## src/rtl/apb_gpio_if.sv

```systemverilog
// APB slave-side bus bundle for the GPIO controller.
interface apb_gpio_if #(
    parameter int unsigned PDATA_SIZE = 32,
    parameter int unsigned PADDR_SIZE = 4
);
    logic                      PSEL;
    logic                      PENABLE;
    logic [PADDR_SIZE-1:0]     PADDR;
    logic                      PWRITE;
    logic [PDATA_SIZE/8-1:0]   PSTRB;
    logic [PDATA_SIZE-1:0]     PWDATA;
    logic [PDATA_SIZE-1:0]     PRDATA;
    logic                      PREADY;
    logic                      PSLVERR;

    modport master (
        output PSEL, PENABLE, PADDR, PWRITE, PSTRB, PWDATA,
        input  PRDATA, PREADY, PSLVERR
    );

    modport slave (
        input  PSEL, PENABLE, PADDR, PWRITE, PSTRB, PWDATA,
        output PRDATA, PREADY, PSLVERR
    );
endinterface

```

## src/rtl/apb_gpio.sv

```systemverilog
// APB GPIO controller: MODE/DIRECTION/OUTPUT registers, synchronized INPUT,
// push-pull or open-drain pad drive, zero-wait-state bus.
module apb_gpio #(
    parameter int unsigned PDATA_SIZE = 32,
    parameter int unsigned PADDR_SIZE = 4
) (
    input  logic                  PCLK,
    input  logic                  PRESETn,   // active-high synchronous reset
    apb_gpio_if.slave             apb,
    input  logic [PDATA_SIZE-1:0] gpio_i,
    output logic [PDATA_SIZE-1:0] gpio_o,
    output logic [PDATA_SIZE-1:0] gpio_oe
);

    localparam int unsigned NLANES = PDATA_SIZE / 8;

    localparam logic [PADDR_SIZE-1:0] IDX_MODE  = PADDR_SIZE'(0);
    localparam logic [PADDR_SIZE-1:0] IDX_DIR   = PADDR_SIZE'(1);
    localparam logic [PADDR_SIZE-1:0] IDX_OUT   = PADDR_SIZE'(2);
    localparam logic [PADDR_SIZE-1:0] IDX_INPUT = PADDR_SIZE'(3);

    logic [PDATA_SIZE-1:0] mode_q;
    logic [PDATA_SIZE-1:0] dir_q;
    logic [PDATA_SIZE-1:0] out_q;
    logic [PDATA_SIZE-1:0] sync1_q;
    logic [PDATA_SIZE-1:0] sync2_q;

    logic                  access_c;
    logic                  unmapped_c;
    logic                  err_c;
    logic                  wr_c;
    logic [PDATA_SIZE-1:0] wmask_c;
    logic [PDATA_SIZE-1:0] rdata_c;

    // Transfer decode: errors on unmapped indices and writes to the read-only INPUT.
    assign access_c   = apb.PSEL & apb.PENABLE;
    assign unmapped_c = (apb.PADDR > IDX_INPUT);
    assign err_c      = access_c & (unmapped_c | (apb.PWRITE & (apb.PADDR == IDX_INPUT)));
    assign wr_c       = access_c & apb.PWRITE & ~err_c;

    // Expand byte strobes into a per-bit write mask.
    always_comb begin
        wmask_c = '0;
        for (int k = 0; k < NLANES; k++) begin
            wmask_c[8*k +: 8] = {8{apb.PSTRB[k]}};
        end
    end

    // Register file and input synchronizer; reset wins over any concurrent write.
    always_ff @(posedge PCLK) begin
        if (PRESETn) begin
            mode_q  <= '0;
            dir_q   <= '0;
            out_q   <= '0;
            sync1_q <= '0;
            sync2_q <= '0;
        end else begin
            sync1_q <= gpio_i;
            sync2_q <= sync1_q;
            if (wr_c) begin
                case (apb.PADDR)
                    IDX_MODE: mode_q <= (mode_q & ~wmask_c) | (apb.PWDATA & wmask_c);
                    IDX_DIR:  dir_q  <= (dir_q  & ~wmask_c) | (apb.PWDATA & wmask_c);
                    IDX_OUT:  out_q  <= (out_q  & ~wmask_c) | (apb.PWDATA & wmask_c);
                    default:  ;
                endcase
            end
        end
    end

    // Combinational read mux; zero whenever no read is selected.
    always_comb begin
        rdata_c = '0;
        if (apb.PSEL && !apb.PWRITE) begin
            case (apb.PADDR)
                IDX_MODE:  rdata_c = mode_q;
                IDX_DIR:   rdata_c = dir_q;
                IDX_OUT:   rdata_c = out_q;
                IDX_INPUT: rdata_c = sync2_q;
                default:   rdata_c = '0;
            endcase
        end
    end

    assign apb.PRDATA  = rdata_c;
    assign apb.PREADY  = 1'b1;
    assign apb.PSLVERR = err_c;

    // Open-drain bits only ever pull low: drive enable follows ~OUTPUT, data stays 0.
    assign gpio_o  = out_q & ~mode_q;
    assign gpio_oe = dir_q & ~(mode_q & out_q);

endmodule

```

## src/flat_wrapper.sv

```systemverilog
// flat-port wrapper written by rule: the top's interface ports become plain ports
module apb_gpio_flat 
#(
    parameter int unsigned PDATA_SIZE = 32,
    parameter int unsigned PADDR_SIZE = 4
)
  (PCLK, PRESETn, gpio_i, gpio_o, gpio_oe, apb_PSEL, apb_PENABLE, apb_PADDR, apb_PWRITE, apb_PSTRB, apb_PWDATA, apb_PRDATA, apb_PREADY, apb_PSLVERR);
  apb_gpio_if #(.PDATA_SIZE(PDATA_SIZE), .PADDR_SIZE(PADDR_SIZE)) apb_i ();
  input  logic PCLK;
  input  logic PRESETn;
  input  logic [PDATA_SIZE-1:0] gpio_i;
  output logic [PDATA_SIZE-1:0] gpio_o;
  output logic [PDATA_SIZE-1:0] gpio_oe;
  input wire logic [$bits(apb_i.PSEL)-1:0] apb_PSEL;
  input wire logic [$bits(apb_i.PENABLE)-1:0] apb_PENABLE;
  input wire logic [$bits(apb_i.PADDR)-1:0] apb_PADDR;
  input wire logic [$bits(apb_i.PWRITE)-1:0] apb_PWRITE;
  input wire logic [$bits(apb_i.PSTRB)-1:0] apb_PSTRB;
  input wire logic [$bits(apb_i.PWDATA)-1:0] apb_PWDATA;
  output wire logic [$bits(apb_i.PRDATA)-1:0] apb_PRDATA;
  output wire logic [$bits(apb_i.PREADY)-1:0] apb_PREADY;
  output wire logic [$bits(apb_i.PSLVERR)-1:0] apb_PSLVERR;
  assign apb_i.PSEL = apb_PSEL;
  assign apb_i.PENABLE = apb_PENABLE;
  assign apb_i.PADDR = apb_PADDR;
  assign apb_i.PWRITE = apb_PWRITE;
  assign apb_i.PSTRB = apb_PSTRB;
  assign apb_i.PWDATA = apb_PWDATA;
  assign apb_PRDATA = apb_i.PRDATA;
  assign apb_PREADY = apb_i.PREADY;
  assign apb_PSLVERR = apb_i.PSLVERR;
  apb_gpio #(.PDATA_SIZE(PDATA_SIZE), .PADDR_SIZE(PADDR_SIZE)) u_core (.PCLK(PCLK), .PRESETn(PRESETn), .apb(apb_i), .gpio_i(gpio_i), .gpio_o(gpio_o), .gpio_oe(gpio_oe));
endmodule
```

## config.mk

```make
export PLATFORM = sky130hd
export DESIGN_NAME = apb_gpio_flat
export DESIGN_NICKNAME = d
export VERILOG_FILES = /design/src/rtl/apb_gpio_if.sv /design/src/rtl/apb_gpio.sv /design/src/flat_wrapper.sv
export SDC_FILE = /design/constraint.sdc
export NUM_CORES = 1
export LEC_CHECK = 0
export CAP_MARGIN = 10
export CELL_PAD_IN_SITES_DETAIL_PLACEMENT = 1
export CELL_PAD_IN_SITES_GLOBAL_PLACEMENT = 2
export CORE_ASPECT_RATIO = 0.8
export CORE_MARGIN = 3
export CORE_UTILIZATION = 33
export DETAILED_ROUTE_END_ITERATION = 6
export GPL_TIMING_DRIVEN = 0
export PLACE_DENSITY_LB_ADDON = 0.3
export RECOVER_POWER = 50
export SLEW_MARGIN = 20
export SYNTH_ARGS = -nofsm -noshare
export SYNTH_HDL_FRONTEND = slang
export SYNTH_SLANG_ARGS = --single-unit
```

## constraint.sdc

```tcl
create_clock -name PCLK -period 3 [get_ports PCLK]
set_input_delay 0.45 -clock PCLK [delete_from_list [all_inputs] [get_ports PCLK]]
set_output_delay 0.45 -clock PCLK [all_outputs]
set_load 0.1 [all_outputs]
```

==> metrics.md <==
| Metric | Value |
|---|---|
| Global-route usage over all layers | `0.2048` |
| Routed WL | `24310 um` |
| Fmax | `between 300 and 400 MHz` |
| Final std cells w/o fill | `around 1200` |
| CTS root buf | `clkbuf_16` |
| Syn Inst Count | `~710` |
| Max_slew headroom | `0.3203` |
| Stages on worst setup path | `7` |
| Cell variety after synth | `24` |
| Status | `finished clean` |
| Vias/cell | `between 4 and 5` |
| Worst-path clk slew | `0.07 ns` |
| CP max FO | `10` |
| Gr ovfl total | `0` |
| Starting density of the core | `0.3437` |
| Number of port buffers | `around 170` |
| Initial antenna violation count | `2` |
| Leak Pwr | `between 4 and 5 nW` |
| Crit path DAT | `between 2 and 2.5 ns` |
| Sequential-to-total area share from yosys stat | `0.4402` |
| Initial DRC count | `between 200 and 300` |
| Die ar. | `23880 um^2` |
| Worst Clk Skew | `~0.0078 ns` |
| Critical Path RT | `~2.6 ns` |
| Flop and latch count out of synthesis | `between 150 and 200` |
| Slew Viols, Final | `0` |
| Syn_nets | `785` |
| Synth top area cells | `dfxtp_1 44%, mux2i_1 22%, nand2b_1 11%` |
| Post-CTS setup buffer count | `0` |
| Fin Hold WS | `0.4384 ns` |
| CP Capture Type | `output pin` |
| Tcrit/Tclk final | `0.9691` |
| Critical path class | `input port to output pin` |
| CTS tree | `done` |
| R2R depth | `2` |
| Largest stage delay, worst path | `0.52 ns` |
| Setup_tns | `0 ns` |
| YS warnings | `0` |
| Core Region | `between 20000 and 25000 um^2` |
| Most frequent cells in the layout | `160 x mux2i_1, 160 x dfxtp_1, 137 x clkdlybuf4s50_1, 128 x nand2b_1, 96 x nor2b_1` |
| DP HPWL | `around 17000 um` |
| Ys async rst share | `0` |
| Fin nets | `slightly below 1000` |
| Final WS setup | `between 0.09 and 0.1 ns` |
| Design area | `9903 um^2` |
| Finished Core Util | `0.4678` |
| Clk buf depth | `2` |
| RSZ-0062 raised after global routing | `no` |
| First-pass GRT wire length | `around 37000 um` |
| Die width | `roughly 170 um` |
| Cell Pwr Density | `just over 500 nW/um^2` |
| Area grow syn2layout | `36.09%` |
| Die Y | `~140 um` |
| Measured slew at the worst slew-check pin | `1.016 ns` |
| Crit-path slowest cell | `clkdlybuf4s50_1` |
| Critical-path cell list | `clkdlybuf4s50_1, buf_4, buf_2, mux2i_1, o22ai_1, and2_1, buf_4` |
| # rows | `47` |
| Crit path launch type | `input port` |
| WL per Instance | `approximately 20 um` |
| H-tree levels | `4` |
| Dpl ws | `-1.332 ns` |
| Number of synthesized flops with an enable pin | `0` |
| Placed cell area | `approximately 9300 um^2` |
| Share of the synthesized area in the top cell type | `0.4402` |
| I/O pin cnt | `between 150 and 200` |
| Yosys top cell by area | `dfxtp_1` |
| Largest net degree at the start of global routing | `17` |
| Crit path max-delay family | `buffers and inverters` |
| Max Cap Viol | `0` |
| RD Place Congestion | `just over 0.8` |
| CTS Sinks | `160` |
| DRT antenna net count | `0` |
| Number of clock buffers inserted by TritonCTS | `17` |
| Drt drc | `0` |
| Maximum VDD drop | `approximately 0.32 mV` |
| Most frequent CP cell | `buf_4` |
| Share of cells above drive strength 1 | `0.09440` |
| Vias in the first global route | `approximately 6500` |
| Final min period | `between 2 and 3 ns` |
| Setup violators final | `0` |
| Placed cells | `1149` |
| CTS Hold Bufs | `0` |
| Worst path buffer plus inverter count | `4` |
| Post-cts gate resize count | `about 200` |
| Avg Cell Area, Syn | `~10 um^2` |
| Worst skew pair latency | `0.43 ns` |
| 1st-pass router iterations | `6` |
| Tot Pwr | `roughly 5.1 mW` |
| Hold WC Path Type | `flop to flop` |
| Synth Flop Type | `dfxtp_1` |
| Post-Syn Area | `between 7000 and 8000 um^2` |
| DR vias | `a little under 6000` |
| Final hold vios | `0` |
| WHS Path Cells | `1` |
per-layer routing:
layer / part of all wire / vias up / GRT usage
met2: 0.49 / 127 / 0.3494
li1: - / 2772 / -
met1: 0.47 / 2858 / 0.2682
met4: 0.014 / 0 / 0.05250
met5: 0 / - / 0
met3: 0.035 / 23 / 0.03477
path summary, 6_finish.rpt:
path                      start                 end  slack [ns]
max reg2reg                flop                flop        2.29
max                apb_PADDR[1]      apb_PRDATA[17]        0.09
min          u_core.sync1_q[23]  u_core.sync2_q[23]        0.44
min reg2reg  u_core.sync1_q[23]  u_core.sync2_q[23]        0.44
Yosys cell counts (4+ instances only):
cell type,number
dfxtp_1,160
o22ai_1,32
and3_1,4
buf_4,6
buf_2,10
mux2i_1,160
and2_1,32
clkbuf_1,25
nand3_2,8
nand2b_1,128
buf_6,4
nor2b_1,96
a21boi_0,32
power breakdown:
part	leakage, nW	switching [mW]	total [mW]	internal (mW)
registers	1.30	0.0126	2.18	2.17
logic	2.53	0.200	0.388	0.187
clock network	0.326	0.918	2.53	1.61
cell families after synthesis:
family,Yosys count,share of synthesized area
AOI/OAI and AO/OA,65,0.06173
buffers and inverters,45,0.03215
DFF,160,0.4402
muxes,160,0.2201
other,1,0.0005153
and+or+nand+nor,277,0.2454
cell type report:
cell class                      instances  area [um^2]
Fill cell                            2341        11270
Buffer                                 45        225.2
Tap cell                              269        336.6
Sequential cell                       160         3203
Clock buffer                           19        452.9
Multi-Input combinational cell        503         3809
Antenna cell                            2        5.005
Clock inverter                         12        230.2
Timing Repair Buffer                  172         1642
(Power assumes the default switching activity.)
